File: config.mk
export PLATFORM = sky130hd
export DESIGN_NAME = id_ex_stage
export DESIGN_NICKNAME = d
export VERILOG_FILES = /design/src/rtl/id_ex_stage.sv
export SDC_FILE = /design/constraint.sdc
export NUM_CORES = 1
export LEC_CHECK = 0
export ABC_AREA = 1
export CAP_MARGIN = 20
export CORE_ASPECT_RATIO = 1.25
export CORE_MARGIN = 1
export CORE_UTILIZATION = 37
export CTS_CLUSTER_DIAMETER = 30
export DETAILED_ROUTE_END_ITERATION = 10
export PLACE_DENSITY = 0.77
export SLEW_MARGIN = 25
export SYNTH_ARGS = -nofsm -noshare
export SYNTH_HDL_FRONTEND = slang
export SYNTH_SLANG_ARGS = --single-unit
File: constraint.sdc
create_clock -name clk -period 5.45 [get_ports clk]
set_input_delay 1.635 -clock clk [delete_from_list [all_inputs] [get_ports clk]]
set_output_delay 1.635 -clock clk [all_outputs]
set_load 0.02 [all_outputs]
File: src/rtl/id_ex_stage.sv
// ID/EX pipeline register with ALU-control decode and operand forwarding.
// Latency 1: an instruction accepted at edge N drives the ALU outputs after edge N.
// Backpressure: in_ready = ~stall; while stalled, the held instruction is frozen.
//
// Ports: clk/rst (async active-high); in_valid/in_ready plus in_* decoded fields;
//   stall, flush; exmem_* / memwb_* forwarding sources; alu_ctrl/alu_a/alu_b and
//   out_* towards EX.
// Build option ID_EX_FWD_EN: when defined, rs1/rs2 operands are forwarded from
//   EX/MEM and MEM/WB. When undefined, raw register-file data is used and the
//   extra output 'hazard' flags a pending forwarding match instead.
module id_ex_stage #(
  parameter int DATA_WIDTH = 32,
  parameter int CTRL_BITS  = 4
) (
  input  logic                  clk,
  input  logic                  rst,
  input  logic                  in_valid,
  output logic                  in_ready,
  input  logic [DATA_WIDTH-1:0] in_pc,
  input  logic [DATA_WIDTH-1:0] in_rs1_data,
  input  logic [DATA_WIDTH-1:0] in_rs2_data,
  input  logic [DATA_WIDTH-1:0] in_imm,
  input  logic [4:0]            in_rs1,
  input  logic [4:0]            in_rs2,
  input  logic [4:0]            in_rd,
  input  logic [6:0]            in_opcode,
  input  logic [2:0]            in_funct3,
  input  logic                  in_funct7b5,
  input  logic                  stall,
  input  logic                  flush,
  input  logic                  exmem_we,
  input  logic [4:0]            exmem_rd,
  input  logic [DATA_WIDTH-1:0] exmem_data,
  input  logic                  memwb_we,
  input  logic [4:0]            memwb_rd,
  input  logic [DATA_WIDTH-1:0] memwb_data,
  output logic [CTRL_BITS-1:0]  alu_ctrl,
  output logic [DATA_WIDTH-1:0] alu_a,
  output logic [DATA_WIDTH-1:0] alu_b,
  output logic                  out_valid,
  output logic                  out_we,
  output logic                  out_branch,
  output logic                  out_illegal,
`ifndef ID_EX_FWD_EN
  output logic                  hazard,
`endif
  output logic [4:0]            out_rd,
  output logic [DATA_WIDTH-1:0] out_pc,
  output logic [DATA_WIDTH-1:0] out_store_data
);

  localparam logic [6:0] OP_R     = 7'b0110011;
  localparam logic [6:0] OP_I     = 7'b0010011;
  localparam logic [6:0] OP_B     = 7'b1100011;
  localparam logic [6:0] OP_L     = 7'b0000011;
  localparam logic [6:0] OP_S     = 7'b0100011;
  localparam logic [6:0] OP_LUI   = 7'b0110111;
  localparam logic [6:0] OP_AUIPC = 7'b0010111;
  localparam logic [6:0] OP_JAL   = 7'b1101111;

  localparam logic [CTRL_BITS-1:0] C_AND  = CTRL_BITS'(4'b0000);
  localparam logic [CTRL_BITS-1:0] C_XOR  = CTRL_BITS'(4'b0001);
  localparam logic [CTRL_BITS-1:0] C_ADD  = CTRL_BITS'(4'b0010);
  localparam logic [CTRL_BITS-1:0] C_OR   = CTRL_BITS'(4'b0011);
  localparam logic [CTRL_BITS-1:0] C_SGE  = CTRL_BITS'(4'b0101);
  localparam logic [CTRL_BITS-1:0] C_SUB  = CTRL_BITS'(4'b0110);
  localparam logic [CTRL_BITS-1:0] C_SLT  = CTRL_BITS'(4'b0111);
  localparam logic [CTRL_BITS-1:0] C_ILL  = CTRL_BITS'(4'b1000);
  localparam logic [CTRL_BITS-1:0] C_SGEU = CTRL_BITS'(4'b1101);
  localparam logic [CTRL_BITS-1:0] C_SLTU = CTRL_BITS'(4'b1111);

  typedef struct packed {
    logic [DATA_WIDTH-1:0] pc;
    logic [DATA_WIDTH-1:0] rs1_data;
    logic [DATA_WIDTH-1:0] rs2_data;
    logic [DATA_WIDTH-1:0] imm;
    logic [4:0]            rs1;
    logic [4:0]            rs2;
    logic [4:0]            rd;
    logic [6:0]            opcode;
    logic [2:0]            funct3;
    logic                  funct7b5;
  } stage_t;

  stage_t stage_q, stage_d;
  logic   valid_q, valid_d;

  assign in_ready = ~stall;

  // Flush wins over everything; otherwise an un-stalled edge either takes a
  // new instruction or drains the stage. Payload is only replaced on capture.
  always_comb begin
    valid_d = valid_q;
    stage_d = stage_q;
    if (flush) begin
      valid_d = 1'b0;
    end else if (in_ready) begin
      valid_d = in_valid;
      if (in_valid) begin
        stage_d = '{pc: in_pc, rs1_data: in_rs1_data, rs2_data: in_rs2_data,
                    imm: in_imm, rs1: in_rs1, rs2: in_rs2, rd: in_rd,
                    opcode: in_opcode, funct3: in_funct3, funct7b5: in_funct7b5};
      end
    end
  end

  always_ff @(posedge clk or posedge rst) begin
    if (rst) begin
      valid_q <= 1'b0;
      stage_q <= '0;
    end else begin
      valid_q <= valid_d;
      stage_q <= stage_d;
    end
  end

  // Forwarding matches against the held source registers; x0 never matches.
  logic ex_m1, wb_m1, ex_m2, wb_m2;
  assign ex_m1 = exmem_we && (exmem_rd == stage_q.rs1) && (stage_q.rs1 != 5'd0);
  assign wb_m1 = memwb_we && (memwb_rd == stage_q.rs1) && (stage_q.rs1 != 5'd0);
  assign ex_m2 = exmem_we && (exmem_rd == stage_q.rs2) && (stage_q.rs2 != 5'd0);
  assign wb_m2 = memwb_we && (memwb_rd == stage_q.rs2) && (stage_q.rs2 != 5'd0);

  logic [DATA_WIDTH-1:0] rs1_op, rs2_op;
`ifdef ID_EX_FWD_EN
  // EX/MEM is the younger result, so it takes precedence over MEM/WB.
  assign rs1_op = ex_m1 ? exmem_data : (wb_m1 ? memwb_data : stage_q.rs1_data);
  assign rs2_op = ex_m2 ? exmem_data : (wb_m2 ? memwb_data : stage_q.rs2_data);
`else
  assign rs1_op = stage_q.rs1_data;
  assign rs2_op = stage_q.rs2_data;
  assign hazard = valid_q && (ex_m1 || wb_m1 || ex_m2 || wb_m2);
  // Forwarding data ports stay on the interface but carry nothing in this build.
  logic unused_fwd_data;
  assign unused_fwd_data = ^{exmem_data, memwb_data};
`endif

  // Shared R/I funct3 table; returns {illegal, ctrl}. Shifts are unsupported.
  function automatic logic [CTRL_BITS:0] alu_f3(input logic [2:0] f3, input logic sub);
    case (f3)
      3'b000:  return {1'b0, (sub ? C_SUB : C_ADD)};
      3'b111:  return {1'b0, C_AND};
      3'b110:  return {1'b0, C_OR};
      3'b100:  return {1'b0, C_XOR};
      3'b010:  return {1'b0, C_SLT};
      3'b011:  return {1'b0, C_SLTU};
      default: return {1'b1, C_ILL};
    endcase
  endfunction

  logic [CTRL_BITS-1:0]  ctrl_raw;
  logic [DATA_WIDTH-1:0] a_raw, b_raw;
  logic                  we_raw, br_raw, ill_raw;
  logic [CTRL_BITS:0]    f3_res;

  always_comb begin
    ctrl_raw = C_ADD;
    a_raw    = rs1_op;
    b_raw    = rs2_op;
    we_raw   = 1'b0;
    br_raw   = 1'b0;
    ill_raw  = 1'b0;
    f3_res   = '0;
    case (stage_q.opcode)
      OP_R: begin
        f3_res   = alu_f3(stage_q.funct3, stage_q.funct7b5);
        ill_raw  = f3_res[CTRL_BITS];
        ctrl_raw = f3_res[CTRL_BITS-1:0];
        we_raw   = 1'b1;
      end
      OP_I: begin
        f3_res   = alu_f3(stage_q.funct3, 1'b0);
        ill_raw  = f3_res[CTRL_BITS];
        ctrl_raw = f3_res[CTRL_BITS-1:0];
        b_raw    = stage_q.imm;
        we_raw   = 1'b1;
      end
      OP_B: begin
        br_raw = 1'b1;
        case (stage_q.funct3)
          3'b000, 3'b001: ctrl_raw = C_SUB;
          3'b100:         ctrl_raw = C_SLT;
          3'b101:         ctrl_raw = C_SGE;
          3'b110:         ctrl_raw = C_SLTU;
          3'b111:         ctrl_raw = C_SGEU;
          default:        ill_raw  = 1'b1;
        endcase
      end
      OP_L:     begin b_raw = stage_q.imm; we_raw = 1'b1; end
      OP_S:     begin b_raw = stage_q.imm; end
      OP_LUI:   begin a_raw = '0; b_raw = stage_q.imm; we_raw = 1'b1; end
      OP_AUIPC: begin a_raw = stage_q.pc; b_raw = stage_q.imm; we_raw = 1'b1; end
      OP_JAL:   begin a_raw = stage_q.pc; b_raw = DATA_WIDTH'(4); we_raw = 1'b1; end
      default:  ill_raw = 1'b1;
    endcase
    if (ill_raw) begin
      ctrl_raw = C_ILL;
      we_raw   = 1'b0;
      br_raw   = 1'b0;
    end
  end

  // An empty stage presents all-zero outputs so EX sees a clean bubble.
  assign out_valid      = valid_q;
  assign alu_ctrl       = valid_q ? ctrl_raw : '0;
  assign alu_a          = valid_q ? a_raw    : '0;
  assign alu_b          = valid_q ? b_raw    : '0;
  assign out_we         = valid_q & we_raw;
  assign out_branch     = valid_q & br_raw;
  assign out_illegal    = valid_q & ill_raw;
  assign out_rd         = valid_q ? stage_q.rd : 5'd0;
  assign out_pc         = valid_q ? stage_q.pc : '0;
  assign out_store_data = valid_q ? rs2_op     : '0;

endmodule
==> results of run 1 <==
synth_stat cells (2+ instances only):
library cell and count:
a21oi_1 27, nand4_1 2, buf_2 21, clkbuf_1 8, o21ai_1 29, inv_2 3, nor2_2 2, nand3_1 75
buf_6 4, buf_1 8, mux2_2 136, nand2_1 209, nor2_1 48, o22ai_1 2, nor3_1 3, o21ai_0 8
dfrtp_1 155, inv_1 106, buf_4 5
layer usage:
metal / share of wire (%) / routed length, µm / up-vias / GRT usage [%]
met3: 7.2 / 1680 / 45 / 6.63
met2: 50 / 11700 / 250 / 37.3
met1: 39 / 9120 / 3321 / 24.6
li1: - / - / 3348 / -
met4: 3.5 / 805 / 0 / 9.40
met5: 0 / 0 / - / 0
stage by stage:
stage	hold slack, ns	utilization (%)
2_1_floorplan	0.479	-
3_3_place_gp	0.487	53.9
3_5_place_dp	0.493	53.9
4_1_cts	0.508	57.0
5_1_grt	0.513	57.0
6_report	0.506	57.0
state kept, by name, indices dropped and copies added, names as in the netlist:
name       count
rs1_op        32
rs2_op        32
out_valid      1
stage_q       90
logic make-up after synthesis:
family | after synthesis | share of synthesized area, %
AND/OR/NAND/NOR | 342 | 18.1
flip-flops | 155 | 49.4
buffers and inverters | 155 | 8.36
multiplexers | 136 | 19.5
AO/OA/AOI/OAI | 69 | 4.65
worst max-delay path, stage by stage:
cell and delay (ns):
clkdlybuf4s50_1 0.51, inv_1 0.07, nand2_1 0.05, nand2_1 0.04, nor2_1 0.16, nand3_1 0.09
nand2_1 0.06, nand2_1 0.05, a21oi_1 0.14, clkdlybuf4s50_1 0.63
cell type report:
cell class | count | area [µm²] | area share [%]
Tap cell | 274 | 343 | 2.89
Timing Repair Buffer | 325 | 3260 | 27.5
Inverter | 109 | 413 | 3.48
Clock inverter | 15 | 205 | 1.73
Multi-Input combinational cell | 547 | 3330 | 28.1
Sequential cell | 155 | 3880 | 32.7
Antenna cell | 3 | 7.51 | 0.0632
Clock buffer | 17 | 425 | 3.58
final timing paths:
check                             start            to
max in group asynchronous           rst   stage_q[42]
max                         exmem_rd[4]        hazard
min in group asynchronous           rst  stage_q[140]
min reg2reg                stage_q[149]  stage_q[149]
min                        stage_q[149]  stage_q[149]
max reg2reg                   out_valid     out_valid
power by group through the flow:
stage / combinational [W] / sequential (W) / clock, W
finish: 0.000764 / 0.00149 / 0.00128
global route: 0.000834 / 0.00152 / 0.00136
global placement: 0.000755 / 0.00150 / 0
CTS: 0.000773 / 0.00149 / 0.00131
detailed placement: 0.000770 / 0.00151 / 0
floorplan: 0.000452 / 0.00147 / 0
==> summary.txt, run 1 <==
Status
  • Status: complete, no violations

Yosys
  • Post-synth EDFFs: 0
  • Yosys cell types: 25
  • Cell count after synthesis: 857
  • Cell Area, Synth: 7850 µm²
  • Flop and latch count out of synthesis: 155
  • Main synth FF type: dfrtp_1
  • Ys async rst share: 100%
  • Avg Inst Size Synth: 9.16 µm²
  • Register area share after synthesis: 49.4%
  • Synth Net Count: 1092
  • Synth area leader: dfrtp_1
  • Largest cells by area after synthesis: dfrtp_1, mux2_2, nand2_1
  • Top cell type's share of synthesized area: 49.4%
  • Synth warn: 0

STA
  • Hold Violations, Final: 0
  • Max_slew headroom: 33.4%
  • Final Cycle Share: 93.3%
  • Final setup fails: 0
  • RSZ-0062 raised after global routing: no
  • Max-slew violations: 0
  • Clock skew: 0 ns
  • PnR worst setup slack: 0.367 ns
  • Fin crit period: 5.08 ns
  • Achievable clock frequency: 0.197 GHz
  • Least-Margin Pin Slew: 1.00 ns
  • Total Neg Setup Slack: 0 ns

Setup path
  • Kind of critical path: in -> out
  • Arr. time, crit path: 3.45 ns
  • R2R Setup Slk: 4.01 ns
  • Worst Path Required: 3.82 ns
  • CP max FO: 3
  • Critical Path End Type: primary output
  • CP startpoint kind: input port
  • Cells on worst reg2reg path: 2

Routing
  • Final wirelength: 23.3 mm
  • Via Count: 6964
  • Routed Antenna Nets: 0
  • DR WL/cell: 16.1 µm
  • # DRC: 0
  • DRT Pass-1 Iters: 5
  • First-iteration detailed-routing DRC count: 318
  • DR vias/cell: 4.82

CTS
  • CTS buffer count: 17
  • Post-CTS Resized: 0
  • Root buf cell: clkbuf_16
  • CTS tree: done
  • # Post-CTS Setup Buffers: 0
  • Clock Latency Late Sink: 0.41 ns
  • Clock Path Buffers: 2
  • H-Tree Level Count: 4
  • Clk sinks: 155
  • Post-CTS Hold Fix Bufs: 0
  • CTS clk-pin slew, worst paths: 0.06 ns

Worst hold path
  • Worst hold stages: 1
  • Min-Delay Path Class: reg -> reg

Place
  • Pre-CTS setup slack: 0.402 ns
  • Buffers on Ports: 313
  • Last weighted congestion value of the routability-driven placer: 0.851
  • Dpl hpwl: 16.4 mm
  • Placed instance area: 11200 µm²
  • Post-placement cell count: 1410

Power
  • Max IR drop VDD: 0.238 mV
  • Leakage: 5.64 nW
  • Clock share of power: 36.3%
  • Design Power: 0.00354 W
  • Flop pwr share: 42.1%
  • Cell internal pwr: 0.00253 W
  • PD cells: 298 nW/µm²
  • Sw frac: 28.6%
  • Combinational power share: 21.6%
  • Total net switching power: 0.00101 W

Global route
  • First-pass GRT wire length: 36.6 mm
  • Antenna violations before repair: 3
  • Largest net degree at the start of global routing: 75
  • Total track usage: 21.6%
  • Grt ovf: 0
  • Vias in the first global route: 7061

Cells and area
  • Nets: 1390
  • Post-Layout Cell Count: 1445
  • Synthesis-to-layout area growth: 51.2%
  • Ratio of cells with drive above 1 in the final layout: 16.5%
  • # fillers: 1854
  • Post-route design area: 11900 µm²
  • Commonest non-fill, non-tap cell in the layout: clkdlybuf4s50_1
  • Most frequent cells in the layout: clkdlybuf4s50_1, nand2_1, dfrtp_1, mux2_2, inv_1

Floorplan
  • Die area: 21800 µm²
  • FP Rows: 59
  • Initial core utilization: 37.7%
  • Core ar.: 20800 µm²
  • Die Span Y: 165 µm
  • Io pins: 378
  • Die X: 132 µm

Flow run
  • Max-cap check violation count: 0
Note: power is estimated with default switching activity, not from simulation.
==> inputs of run 2 (changes only) <==
- PLACE_DENSITY: 0.77 -> 0.78
==> run 2 against run 1 <==
Effect of this change: fmax up 0.29%; register-to-register slack worse by 0.23 ns; critical path depth unchanged; via count down 0.36%; clock skew unchanged; non-clock buffer count down 5; sequential power about the same; die area unchanged; highest routed layer unchanged.
==> summary.txt, run 2 (synthesis gave the netlist of run 1 again) <==
Cells and area
  • Synthesis-to-layout area growth: 50.2% (was 51.2%)
  • Post-Layout Cell Count: 1438 (was 1445)
  • Post-route design area: 11800 µm² (was 11900 µm²)
  • Commonest non-fill, non-tap cell in the layout: clkdlybuf4s50_1 (unchanged)
  • Ratio of cells with drive above 1 in the final layout: 16.1% (was 16.5%)
  • Most frequent cells in the layout: clkdlybuf4s50_1, nand2_1, dfrtp_1, mux2_2, inv_1 (unchanged)
  • Register name with the most flops: stage_q (unchanged)
  • Nets: 1385 (was 1390)
  • Core Util, Final: 56.7% (was 57.0%)
  • Max reg flops: 90 (unchanged)

Global route
  • First-pass GRT wire length: 36.5 mm (was 36.6 mm)
  • Vias in the first global route: 7189 (was 7061)
  • Antenna violations before repair: 1 (was 3)
  • Total track usage: 21.4% (was 21.6%)
  • Grt ovf: 0 (unchanged)
  • Largest net degree at the start of global routing: 156 (was 75)

STA
  • Final setup fails: 0 (unchanged)
  • Least-Margin Pin Slew: 0.885 ns (was 1.00 ns)
  • Hold Violations, Final: 0 (unchanged)
  • Final Cycle Share: 93.0% (was 93.3%)
  • RSZ-0062 raised after global routing: no (unchanged)
  • Achievable clock frequency: 0.197 GHz (about the same)
  • Total Neg Setup Slack: 0 ns (unchanged)
  • Clock skew: 0 ns (unchanged)
  • Max-slew violations: 0 (unchanged)
  • Fin crit period: 5.07 ns (was 5.08 ns)
  • Max_slew headroom: 41.0% (was 33.4%)

CTS
  • Clock Latency Late Sink: 0.41 ns (about the same)
  • Post-CTS Hold Fix Bufs: 0 (unchanged)
  • CTS clk-pin slew, worst paths: 0.06 ns (about the same)
  • Post-CTS Resized: 0 (unchanged)
  • H-Tree Level Count: 4 (unchanged)
  • Clock Path Buffers: 2 (unchanged)
  • CTS tree: done (unchanged)
  • Clk sinks: 155 (unchanged)
  • # Post-CTS Setup Buffers: 0 (unchanged)
  • Root buf cell: clkbuf_16 (unchanged)
  • CTS buffer count: 17 (unchanged)

Power
  • Design Power: 0.00347 W (was 0.00354 W)
  • PD cells: 294 nW/µm² (was 298 nW/µm²)
  • Leakage: 5.58 nW (was 5.64 nW)
  • Max IR drop VDD: 0.207 mV (was 0.238 mV)

Setup path
  • R2R Setup Slk: 3.78 ns (was 4.01 ns)
  • Crit path largest cell delay: 0.64 ns (was 0.63 ns)
  • CP startpoint kind: input port (unchanged)
  • Critical Path, Cell by Cell: clkdlybuf4s50_1 -> inv_1 -> nand2_1 -> nand2_1 -> nor2_1 -> nand3_1 -> nand2_1 -> nand2_1 -> a21oi_1 -> clkdlybuf4s50_1 (unchanged)
  • CP max FO: 3 (unchanged)
  • Critical Path End Type: primary output (unchanged)
  • Arr. time, crit path: 3.43 ns (was 3.45 ns)
  • Top delay family on crit path: buffers and inverters (unchanged)
  • Buf/Inv on CP: 3 (unchanged)
  • Most Frequent Cell on Critical Path: nand2_1 (unchanged)
  • Worst Path Required: 3.82 ns (about the same)
  • Kind of critical path: in -> out (unchanged)
  • Worst path slowest cell: clkdlybuf4s50_1 (unchanged)

Routing
  • DR WL/cell: 16.1 µm (about the same)
  • First-iteration detailed-routing DRC count: 393 (was 318)
  • DRT Pass-1 Iters: 4 (was 5)
  • Routed Antenna Nets: 0 (unchanged)
  • Via Count: 6939 (was 6964)
  • Final wirelength: 23.2 mm (was 23.3 mm)
  • DR vias/cell: 4.83 (was 4.82)
  • # DRC: 0 (unchanged)

Place
  • Buffers on Ports: 313 (unchanged)
  • Dpl hpwl: 16.3 mm (was 16.4 mm)
  • Post-placement cell count: 1405 (was 1410)
  • Placed instance area: 11200 µm² (about the same)
  • Last weighted congestion value of the routability-driven placer: 0.851 (about the same)

Floorplan
  • Die Span Y: 165 µm (unchanged)
  • FP Rows: 59 (unchanged)
  • Die area: 21800 µm² (unchanged)
  • Initial core utilization: 37.7% (unchanged)
  • Die X: 132 µm (unchanged)
  • Io pins: 378 (unchanged)
  • Core ar.: 20800 µm² (unchanged)

Status
  • Status: complete, no violations (unchanged)

Worst hold path
  • Min-Delay Path Class: reg -> reg (unchanged)

Flow run
  • Max-cap check violation count: 0 (unchanged)
[run 2: cell types whose count changed in the layout (fill, tap and decap cells not counted), sizes merged, moves of 2 or more]
| cell | before | now |
|---|---|---|
| buf | 12 | 7 |
| clkinvlp | 1 | 5 |
| clkbuf | 17 | 19 |
| inv | 115 | 113 |
| clkinv | 5 | 2 |
| diode | 3 | 1 |
[run 2: layout make-up]
cell class / instances / area (µm²)
clock inverters: 13 / 156
inverters: 109 / 413
multi-input cells: 547 / 3330
diodes: 1 / 2.50
flip-flops and latches: 155 / 3880
fillers: 1858 / 9020
repair buffers: 320 / 3220
clock buffers: 19 / 443
well taps: 274 / 343
[run 2: metrics by stage]
stage          hold slack [ns]  setup slack, ns
2_1_floorplan            0.479             1.45
3_3_place_gp             0.488            0.392
3_5_place_dp             0.494            0.398
4_1_cts                  0.508            0.390
5_1_grt                  0.517            0.184
6_report                 0.507            0.382
[run 2: path summary, 6_finish.rpt]
| kind | startpoint | to | cells after the start |
|---|---|---|---|
| worst max-delay path | memwb_rd[4] | hazard | 10 |
| worst min-delay path | rs2_op[30] | rs2_op[30] | 1 |
| worst max register to register | out_valid | out_valid | 2 |
| worst min register to register | rs2_op[30] | rs2_op[30] | 1 |
| max in group asynchronous | rst | stage_q[1] | 3 |
| min in group asynchronous | rst | stage_q[142] | 3 |
[run 2: where the power goes]
| group | internal [W] | switching [W] |
|---|---|---|
| Sequential | 0.00136 | 0.000131 |
| Clock | 0.000700 | 0.000511 |
| Combinational | 0.000418 | 0.000343 |
| Total | 0.00248 | 0.000985 |
[run 2: metal layers]
layer	share of wire [%]	up-vias	GRT usage [%]
met4	2.6	0	8.05
met1	39	3314	23.9
met5	0	-	0
met2	51	257	37.6
met3	7.3	41	7.52
li1	-	3327	-
